<file path="src/rtl/ddr_ctrl_pkg.sv">
// Shared types and helpers for the DDR (MIG native app) burst controllers.
// Contents: one-hot controller state encoding, app_cmd opcodes, counter width helper.
package ddr_ctrl_pkg;

  typedef enum logic [2:0] {
    ST_IDLE   = 3'b001,
    ST_WR_REQ = 3'b010,
    ST_WRITE  = 3'b100
  } state_t;

  localparam logic [2:0] APP_CMD_WR = 3'b000;
  localparam logic [2:0] APP_CMD_RD = 3'b001;

  // Width that holds 0..max_beats inclusive (max_beats is a power of 2).
  function automatic int unsigned cnt_width(input int unsigned max_beats);
    return $clog2(max_beats) + 1;
  endfunction

endpackage

</file>
<file path="src/rtl/ddr_burst_wr_ctrl_if.sv">
// MIG native app interface (command + write-data channels).
// master: controller side (drives cmd/en/addr/wdf_*), slave: MIG side (drives rdy/wdf_rdy).
interface ddr_burst_wr_ctrl_if #(
  parameter int unsigned DATA_W = 256,
  parameter int unsigned ADDR_W = 29,
  parameter int unsigned MASK_W = DATA_W / 8
);
  logic              app_rdy;
  logic [2:0]        app_cmd;
  logic              app_en;
  logic [ADDR_W-1:0] app_addr;
  logic              app_wdf_rdy;
  logic [DATA_W-1:0] app_wdf_data;
  logic              app_wdf_wren;
  logic              app_wdf_end;
  logic [MASK_W-1:0] app_wdf_mask;

  modport master (
    input  app_rdy, app_wdf_rdy,
    output app_cmd, app_en, app_addr, app_wdf_data, app_wdf_wren, app_wdf_end, app_wdf_mask
  );

  modport slave (
    output app_rdy, app_wdf_rdy,
    input  app_cmd, app_en, app_addr, app_wdf_data, app_wdf_wren, app_wdf_end, app_wdf_mask
  );
endinterface

</file>
<file path="src/rtl/ddr_addr_gen.sv">
// Circular frame address generator shared by the DDR read and write controllers.
// Ports: clk, rst_n (async active-low), step (advance by ADDR_STEP), sync (restart at
// FRAME_BASE, wins over step), addr (current command address).
module ddr_addr_gen #(
  parameter int unsigned ADDR_W      = 29,
  parameter int unsigned ADDR_STEP   = 8,
  parameter int unsigned FRAME_BASE  = 0,
  parameter int unsigned FRAME_WORDS = 786432
) (
  input  logic              clk,
  input  logic              rst_n,
  input  logic              step,
  input  logic              sync,
  output logic [ADDR_W-1:0] addr
);

  localparam logic [ADDR_W-1:0] BASE_A = ADDR_W'(FRAME_BASE);
  localparam logic [ADDR_W-1:0] LAST_A = ADDR_W'(FRAME_BASE + FRAME_WORDS - ADDR_STEP);
  localparam logic [ADDR_W-1:0] STEP_A = ADDR_W'(ADDR_STEP);

  // Address register: sync restart has priority, last slot of the frame wraps to base.
  always_ff @(posedge clk or negedge rst_n) begin
    if (!rst_n) begin
      addr <= BASE_A;
    end else if (sync) begin
      addr <= BASE_A;
    end else if (step) begin
      addr <= (addr == LAST_A) ? BASE_A : addr + STEP_A;
    end
  end

endmodule

</file>
<file path="src/rtl/ddr_burst_wr_ctrl.sv">
// Arbitrated DDR write-burst controller on the MIG native app interface.
// Ports: ui_clk, rst_n; wr_start/wr_len burst request; frame_sync address restart;
// data_req/wr_ddr_data/wr_ddr_mask FWFT source pull; wr_req/wr_ack arbiter handshake;
// wr_done completion pulse; wr_busy; app (MIG master side).
// Command and data beats are counted separately so stalls on either channel are absorbed.
module ddr_burst_wr_ctrl
  import ddr_ctrl_pkg::*;
#(
  parameter int unsigned DATA_W      = 256,
  parameter int unsigned ADDR_W      = 29,
  parameter int unsigned MASK_W      = DATA_W / 8,
  parameter int unsigned BURST_MAX   = 64,
  parameter int unsigned ADDR_STEP   = 8,
  parameter int unsigned FRAME_BASE  = 0,
  parameter int unsigned FRAME_WORDS = 786432,
  localparam int unsigned CNT_W      = cnt_width(BURST_MAX)
) (
  input  logic              ui_clk,
  input  logic              rst_n,
  input  logic              wr_start,
  input  logic [CNT_W-1:0]  wr_len,
  input  logic              frame_sync,
  output logic              data_req,
  input  logic [DATA_W-1:0] wr_ddr_data,
  input  logic [MASK_W-1:0] wr_ddr_mask,
  output logic              wr_req,
  input  logic              wr_ack,
  output logic              wr_done,
  output logic              wr_busy,
  ddr_burst_wr_ctrl_if.master app
);

  localparam logic [CNT_W-1:0] LEN_MAX = CNT_W'(BURST_MAX);

  state_t            state;
  logic [CNT_W-1:0]  len_r;
  logic [CNT_W-1:0]  data_cnt;
  logic [CNT_W-1:0]  cmd_cnt;
  logic [CNT_W-1:0]  data_cnt_nx;
  logic [CNT_W-1:0]  cmd_cnt_nx;
  logic              sync_pend;
  logic              en_r;
  logic              wren_r;
  logic              beat_acc;
  logic              cmd_acc;
  logic              done_now;
  logic              done_nx;
  logic              addr_sync;
  logic [ADDR_W-1:0] addr;

  assign beat_acc    = wren_r & app.app_wdf_rdy;
  assign cmd_acc     = en_r & app.app_rdy;
  assign data_cnt_nx = data_cnt + CNT_W'(beat_acc);
  assign cmd_cnt_nx  = cmd_cnt + CNT_W'(cmd_acc);
  assign done_now    = (data_cnt == len_r) && (cmd_cnt == len_r);
  assign done_nx     = (data_cnt_nx == len_r) && (cmd_cnt_nx == len_r);

  // Restart immediately outside WRITE; inside WRITE defer to the exit cycle.
  assign addr_sync = ((state != ST_WRITE) && frame_sync) ||
                     ((state == ST_WRITE) && done_now && (sync_pend || frame_sync));

  ddr_addr_gen #(
    .ADDR_W      (ADDR_W),
    .ADDR_STEP   (ADDR_STEP),
    .FRAME_BASE  (FRAME_BASE),
    .FRAME_WORDS (FRAME_WORDS)
  ) u_addr_gen (
    .clk   (ui_clk),
    .rst_n (rst_n),
    .step  (cmd_acc),
    .sync  (addr_sync),
    .addr  (addr)
  );

  // Controller FSM with registered handshake outputs.
  always_ff @(posedge ui_clk or negedge rst_n) begin
    if (!rst_n) begin
      state     <= ST_IDLE;
      len_r     <= '0;
      data_cnt  <= '0;
      cmd_cnt   <= '0;
      sync_pend <= 1'b0;
      wr_req    <= 1'b0;
      wr_done   <= 1'b0;
      en_r      <= 1'b0;
      wren_r    <= 1'b0;
    end else begin
      wr_done <= 1'b0;
      case (state)
        ST_IDLE: begin
          if (wr_start && (wr_len != '0)) begin
            state  <= ST_WR_REQ;
            len_r  <= (wr_len > LEN_MAX) ? LEN_MAX : wr_len;
            wr_req <= 1'b1;
          end
        end
        ST_WR_REQ: begin
          if (wr_ack) begin
            state  <= ST_WRITE;
            wr_req <= 1'b0;
            wren_r <= 1'b1;
            en_r   <= 1'b1;
          end
        end
        ST_WRITE: begin
          data_cnt <= data_cnt_nx;
          cmd_cnt  <= cmd_cnt_nx;
          wren_r   <= (data_cnt_nx < len_r);
          // A command may only go out alongside or after its own data beat.
          en_r     <= (cmd_cnt_nx < len_r) && (cmd_cnt_nx <= data_cnt_nx);
          wr_done  <= done_nx && !done_now;
          if (frame_sync) begin
            sync_pend <= 1'b1;
          end
          if (done_now) begin
            state     <= ST_IDLE;
            data_cnt  <= '0;
            cmd_cnt   <= '0;
            sync_pend <= 1'b0;
          end
        end
        default: state <= ST_IDLE;
      endcase
    end
  end

  assign wr_busy          = (state == ST_WRITE);
  assign data_req         = beat_acc;
  assign app.app_cmd      = APP_CMD_WR;
  assign app.app_en       = en_r;
  assign app.app_addr     = addr;
  assign app.app_wdf_data = wr_ddr_data;
  assign app.app_wdf_wren = wren_r;
  assign app.app_wdf_end  = wren_r;
  assign app.app_wdf_mask = wr_ddr_mask;

endmodule

</file>
<file path="src/flat_wrapper.sv">
// flat-port wrapper written by rule: the top's interface ports become plain ports
module ddr_burst_wr_ctrl_flat import ddr_ctrl_pkg::*;
#(
  parameter int unsigned DATA_W      = 256,
  parameter int unsigned ADDR_W      = 29,
  parameter int unsigned MASK_W      = DATA_W / 8,
  parameter int unsigned BURST_MAX   = 64,
  parameter int unsigned ADDR_STEP   = 8,
  parameter int unsigned FRAME_BASE  = 0,
  parameter int unsigned FRAME_WORDS = 786432,
  localparam int unsigned CNT_W      = cnt_width(BURST_MAX)
)
  (ui_clk, rst_n, wr_start, wr_len, frame_sync, data_req, wr_ddr_data, wr_ddr_mask, wr_req, wr_ack, wr_done, wr_busy, app_app_rdy, app_app_wdf_rdy, app_app_cmd, app_app_en, app_app_addr, app_app_wdf_data, app_app_wdf_wren, app_app_wdf_end, app_app_wdf_mask);
  ddr_burst_wr_ctrl_if #(.DATA_W(DATA_W), .ADDR_W(ADDR_W), .MASK_W(MASK_W)) app_i ();
  input  logic ui_clk;
  input  logic rst_n;
  input  logic wr_start;
  input  logic [CNT_W-1:0] wr_len;
  input  logic frame_sync;
  output logic data_req;
  input  logic [DATA_W-1:0] wr_ddr_data;
  input  logic [MASK_W-1:0] wr_ddr_mask;
  output logic wr_req;
  input  logic wr_ack;
  output logic wr_done;
  output logic wr_busy;
  input wire logic [$bits(app_i.app_rdy)-1:0] app_app_rdy;
  input wire logic [$bits(app_i.app_wdf_rdy)-1:0] app_app_wdf_rdy;
  output wire logic [$bits(app_i.app_cmd)-1:0] app_app_cmd;
  output wire logic [$bits(app_i.app_en)-1:0] app_app_en;
  output wire logic [$bits(app_i.app_addr)-1:0] app_app_addr;
  output wire logic [$bits(app_i.app_wdf_data)-1:0] app_app_wdf_data;
  output wire logic [$bits(app_i.app_wdf_wren)-1:0] app_app_wdf_wren;
  output wire logic [$bits(app_i.app_wdf_end)-1:0] app_app_wdf_end;
  output wire logic [$bits(app_i.app_wdf_mask)-1:0] app_app_wdf_mask;
  assign app_i.app_rdy = app_app_rdy;
  assign app_i.app_wdf_rdy = app_app_wdf_rdy;
  assign app_app_cmd = app_i.app_cmd;
  assign app_app_en = app_i.app_en;
  assign app_app_addr = app_i.app_addr;
  assign app_app_wdf_data = app_i.app_wdf_data;
  assign app_app_wdf_wren = app_i.app_wdf_wren;
  assign app_app_wdf_end = app_i.app_wdf_end;
  assign app_app_wdf_mask = app_i.app_wdf_mask;
  ddr_burst_wr_ctrl #(.DATA_W(DATA_W), .ADDR_W(ADDR_W), .MASK_W(MASK_W), .BURST_MAX(BURST_MAX), .ADDR_STEP(ADDR_STEP), .FRAME_BASE(FRAME_BASE), .FRAME_WORDS(FRAME_WORDS)) u_core (.ui_clk(ui_clk), .rst_n(rst_n), .wr_start(wr_start), .wr_len(wr_len), .frame_sync(frame_sync), .data_req(data_req), .wr_ddr_data(wr_ddr_data), .wr_ddr_mask(wr_ddr_mask), .wr_req(wr_req), .wr_ack(wr_ack), .wr_done(wr_done), .wr_busy(wr_busy), .app(app_i));
endmodule
</file>
<file path="config.mk">
export PLATFORM = sky130hd
export DESIGN_NAME = ddr_burst_wr_ctrl_flat
export DESIGN_NICKNAME = d
export VERILOG_FILES = /design/src/rtl/ddr_ctrl_pkg.sv /design/src/rtl/ddr_burst_wr_ctrl_if.sv /design/src/rtl/ddr_addr_gen.sv /design/src/rtl/ddr_burst_wr_ctrl.sv /design/src/flat_wrapper.sv
export SDC_FILE = /design/constraint.sdc
export NUM_CORES = 1
export LEC_CHECK = 0
export ABC_AREA = 1
export BUFFER_PORTS_ARGS = -buffer_cell sky130_fd_sc_hd__buf_2
export CORE_AREA = 3 3 242 244
export DETAILED_ROUTE_END_ITERATION = 6
export DIE_AREA = 0 0 245 247
export PLACE_DENSITY = 0.41
export SETUP_SLACK_MARGIN = 0.4
export SKIP_LAST_GASP = 1
export SLEW_MARGIN = 10
export SYNTH_ARGS = -nofsm -noshare
export SYNTH_HDL_FRONTEND = slang
export SYNTH_HIERARCHICAL = 1
export SYNTH_SLANG_ARGS = --single-unit
</file>
<file path="constraint.sdc">
create_clock -name ui_clk -period 2.4 [get_ports ui_clk]
set_clock_uncertainty 0.1 [all_clocks]
set_input_delay 0.6 -clock ui_clk [delete_from_list [all_inputs] [get_ports ui_clk]]
set_output_delay 0.6 -clock ui_clk [all_outputs]
set_load 0.02 [all_outputs]
</file>
[Word-level counts from Yosys, hierarchy flattened]
Index checks and enable logic that the tools add are counted.
Word-level totals
  input port bits: 302
  flip-flop bits (word level): 58
  logic and storage cells: 71
  output and inout bits: 327
Cells by class
  reduce and logical (&&, ||, !) cells: 21
  $lt $le $gt $ge: 4
  bitwise gates (word level): 2
  multiplexer cells: 19
  eq/ne operators: 12
  $add $sub $neg: 3
Operator list (number)
  $mux 29: 3
  $add 29x4->29 const B: 1
  $eq 29x20->1 const B: 1
  $eq 7x7->1: 4
  $mux 7: 3
  $add 7x1->7: 2
  $lt 7x7->1: 2
  $mux 3: 3
  $pmux 3 s3: 1
  $logic_and 1x1->1: 8
  $reduce_bool 2->1: 4
  $gt 7x7->1 const B: 1
  $le 7x7->1: 1
  $reduce_bool 7->1: 1
  $mux 1: 6
  $pmux 1 s2: 3
  $reduce_and 2->1: 3
  $reduce_and 3->1: 2
  $ne 2x1->1 const B: 2
  $eq 3x1->1 const B: 1
  $eq 3x2->1 const B: 1
  $eq 3x3->1 const B: 1
  $ne 3x3->1 const B: 1
  $and 1x1->1: 2
  other kinds (3): 4

[Depth between registers and ports, before layout]
  word-level depth: 6
  depth in mapped cells: 17
  depth with buffers taken out: 17

[Hierarchy]
The synthesis kept the hierarchy.
Modules (own cells, without submodules)
  ddr_burst_wr_ctrl: area each 4289.1 µm², instances 1, seq. area each 726.9 µm², cells an instance 565
  ddr_addr_gen: area each 1775.5 µm², instances 1, seq. area each 650.6 µm², cells an instance 261

[Least setup slack after synthesis]
Ideal clock, no wire load.
  kind: input to register
  start: input app_app_rdy
  end: register u_core.en_r, in the netlist u_core/app.app_en
  path buffers: 0
  cell stages on the path: 16
  arrival time: 2.361 ns
  slack: -0.138 ns
  data required time: 2.223 ns
  library setup time: 0.077 ns
  path through: nand2_1 -> inv_1 -> ha_1 -> ha_1 -> nand3_1 -> nor2_1 -> nand2_1 -> xor2_1 -> inv_1 -> ha_1 -> a21o_1 -> nor2_1 -> nand2_1 -> nand2_1 -> nand2_1 -> a21oi_1
On the way
  longest elaborated chain between the ends: 5
  elaborated cells between the ends (all ways): 6
  classes of those cells: add/sub (1); order compare (2); mux (1); bitwise (1); reduce/logical (1)
RTL lines
  start, declared: line flat_wrapper.sv:27  | input wire logic [$bits(app_i.app_rdy)-1:0] app_app_rdy;
  $and 1x1->1 (*): line ddr_burst_wr_ctrl.sv:52  | assign cmd_acc = en_r & app.app_rdy;
  via u_core.cmd_acc: line ddr_burst_wr_ctrl.sv:45  | logic cmd_acc;
  $add 7x1->7 (*): line ddr_burst_wr_ctrl.sv:54  | assign cmd_cnt_nx = cmd_cnt + CNT_W'(cmd_acc);
  $lt 7x7->1 or $le 7x7->1 (tied branches): line ddr_burst_wr_ctrl.sv:110  | en_r <= (cmd_cnt_nx < len_r) && (cmd_cnt_nx <= data_cnt_nx);
  $logic_and 1x1->1 (*): line ddr_burst_wr_ctrl.sv:110
  $pmux 1 s2 (*): line ddr_burst_wr_ctrl.sv:89  | case (state)
  end signal, assigned: line ddr_burst_wr_ctrl.sv:110
  end, declared: line ddr_burst_wr_ctrl.sv:42  | logic en_r;
The timed path passes the listed nets; every way through them passes the cells marked *.
A chain may end at the register's enable or synchronous reset.

[Worst setup path in the final report]
  start: register u_core.en_r, in the netlist u_core/app.app_en
  end: register u_core.en_r, in the netlist u_core/app.app_en
On the way
  longest elaborated chain between the ends: 5
  elaborated cells between the ends (all ways): 6
  classes of those cells: add/sub (1); order compare (2); mux (1); bitwise (1); reduce/logical (1)
RTL lines (line)
  $and 1x1->1 (*): ddr_burst_wr_ctrl.sv:52
  via u_core.cmd_acc: ddr_burst_wr_ctrl.sv:45
  $add 7x1->7 (*): ddr_burst_wr_ctrl.sv:54
  $lt 7x7->1 or $le 7x7->1 (tied branches): ddr_burst_wr_ctrl.sv:110
  $logic_and 1x1->1 (*): ddr_burst_wr_ctrl.sv:110
  $pmux 1 s2 (*): ddr_burst_wr_ctrl.sv:89
Marked as above.

==> run metrics <==
status completed; Critical Path Most Common Cell nand2_1; slowest cell on the critical path dfrtp_2; Antenna Violating Nets Remaining 0; CP startpoint u_core/app.app_en; drt wl/cell about 16 µm; type of the worst setup path flop to flop; Clk pin slew, worst setup/hold paths around 80 ps; Switch Pwr about 2500 µW; Crit Reg-Reg Startpoint u_core/app.app_en; GRT Overall Usage 0.0693; htree depth 2; clk sinks 55; Ys Warns 6; layout cells sized above 1 0.309; DIE AREA between 0.06 and 0.07 mm²; VDD IR max roughly 0.0005 V; Top Ports around 630; CP Launch Type flop; chip width around 250 µm; Lkg Pwr ~0.0025 µW; clock buffer depth 2; Worst Setup End Kind flop; Remaining DRCs 0; TritonCTS Buffers 5; RSZ-0062 raised after global routing true; Remaining Overflow, GRT 0; Core Region about 0.056 mm²; vias per cell approximately 3; syn avg cell area roughly 7.3 µm²; drt pass-1 iters 6; commonest non-fill, non-tap cell in the layout nand2_1; Crit path arrival time 2470 ps; RePlAce Congestion approximately 0.80; share of power burned in the clock network 0.144; initial antenna violation count 0; DP HPWL 18700 µm; fin nets between 900 and 1000; peak per-stage delay on the critical path about 430 ps; worst skew pair latency 310 ps; CTS Hold Bufs 0; crit-path cells nand2_8, inv_8, ha_4, ha_4, nand3_4, nor2_1, nand2_1, xor2_2, inv_2, ha_4, a21o_1, nor2_1, nand2_1, nand2_1, nand2_1, a21oi_1; Seq/Total Area, Yosys 0.227; #FFs+latches synth 55; cell count after synthesis between 800 and 900; drt initial violations approximately 130; Internal 3070 µW; first-pass GRT wire length roughly 30000 µm; Clk Tree Root Cell clkbuf_16; Mapped Area roughly 0.0061 mm²; endpoints failing hold 0; DP Area ~0.0055 mm²; fin area between 0.005 and 0.006 mm²; max cap viols 0; Distinct cells, synth 38; fmax roughly 430 MHz; Final Critical Period 2330 ps; via count ~4200; worst hold path type input pin to asynchronous set/reset pin; Power Density about 940 mW/mm²; TritonCTS clock tree done; Post-Route WL between 20000 and 25000 µm; switching share of power 0.449; Comb pwr share 0.592; Req. time, crit path ~2500 ps; sequential power share 0.264; setup ws final just under 70 ps; Initial Util 0.107; diode count 0; Fill cells between 6000 and 7000; pin count of the biggest net entering global routing 42; crit-path max FO 3; area grow syn2layout -2.74%; IO buf count 46; Slew Limit Fails 0; Tcrit/Tclk final 0.972; vias in the first global route approximately 4300; final setup vio count 0; row count between 80 and 90; Place WS -262 ps; Die Height between 200 and 250 µm; most frequent cells in the layout nand2_1 (144), inv_1 (59), nor2_1 (57); area of the multi-input gates between 0.002 and 0.0025 mm²; FF+latch area 0.00139 mm²
==> timing repair <==
action,in CTS,in global routing
pin swaps,15,14
setup buffers,3,8
gates resized for setup,28,20
gates cloned,0,0
endpoints found under the setup margin,30,30
==> worst max-delay path: cells and delay by family (launching register included) <==
kind / cells / cell delay, ps
flops: 1 / 430
buf+inv: 2 / 150
simple gates: 8 / 590
xor+xnor: 1 / 220
compound gates: 2 / 270
fa+ha+maj: 3 / 500
==> per-stage QoR <==
stage | hold slack [ps] | utilization | cells | power, µW | setup TNS [ps]
after floorplan | 204 | - | 830 | 3920 | 0
after global placement | 371 | 0.0970 | 1374 | 4360 | -717
after detailed placement | 374 | 0.0970 | 1374 | 4370 | -764
after CTS | 107 | 0.102 | 1385 | 5450 | 0
after global routing | 119 | 0.104 | 1393 | 6060 | -160
final | 110 | 0.104 | 1393 | 5570 | 0
==> state kept, by name, indices dropped and copies added (netlist names) <==
signal and flops:
u_core/u_addr_gen/addr 26, u_core/cmd_cnt 7, u_core/data_cnt 7, u_core/len_r 7, u_core/state 3, u_core/app.app_en 1, u_core/app.app_wdf_end 1, u_core/sync_pend 1
u_core/wr_done 1, u_core/wr_req 1
==> area by class of cell <==
type,count,area share
Clock inverter,2,0.00276
Clock buffer,6,0.0235
Tap cell,756,0.160
Multi-Input combinational cell,401,0.415
Sequential cell,55,0.235
Inverter,74,0.0501
Timing Repair Buffer,99,0.113
==> cells in the mapped netlist (all sizes together) <==
cell type,n,area share
o31ai,1,0.0012
nand3b,1,0.0012
a21oi,12,0.0099
dfstp,1,0.0043
a22oi,1,0.0012
o21bai,2,0.0025
dfrtp,54,0.22
nor4,1,0.0010
a21o,2,0.0025
o32ai,1,0.0014
nand4,10,0.010
nor3,4,0.0060
nand3,40,0.038
o22ai,2,0.0021
inv,73,0.045
ha,27,0.056
nand2,155,0.098
xnor2,3,0.0043
xor2,17,0.025
clkinv,1,0.00062
o21ai,30,0.025
buf,300,0.37
nor2,86,0.069
conb,2,0.0012
==> routing by layer <==
metal / up-vias / global-route usage / routed length [µm]
met2: 362 / 0.108 / 9870
met3: 112 / 0.0591 / 4030
met4: 4 / 0.0432 / 1480
met5: - / 0.0163 / 117
met1: 1828 / 0.0593 / 6660
li1: 1882 / - / -
==> worst paths after layout <==
check,depth (start not counted),slack (ps),to
max in group asynchronous,2,1480,u_core/u_addr_gen/addr[6]
worst max register to register,16,70,u_core/app.app_en
worst min-delay path,1,110,u_core/len_r[1]
worst max-delay path,16,70,u_core/app.app_en
min in group ui_clk,2,400,u_core/wr_req
worst min register to register,2,400,u_core/wr_req
==> power by group through the flow <==
| stage | combinational (µW) | clock, µW | sequential (µW) |
|---|---|---|---|
| floorplan | 2450 | 0 | 1470 |
| global placement | 2880 | 0 | 1480 |
| detailed placement | 2890 | 0 | 1480 |
| CTS | 3110 | 861 | 1480 |
| global route | 3670 | 874 | 1510 |
| finish | 3290 | 803 | 1470 |
==> cell families (layout without fill, tap and decap cells) <==
| family | after synthesis | after routing | synth area share |
|---|---|---|---|
| AO/OA/AOI/OAI | 51 | 51 | 0.0456 |
| XOR/XNOR | 20 | 20 | 0.0289 |
| adder cells (fa/ha/maj) | 27 | 27 | 0.0557 |
| buffers and inverters | 374 | 181 | 0.419 |
| flip-flops | 55 | 55 | 0.227 |
| other | 2 | 6 | 0.00124 |
| AND/OR/NAND/NOR | 297 | 297 | 0.223 |
(Power assumes the default switching activity.)
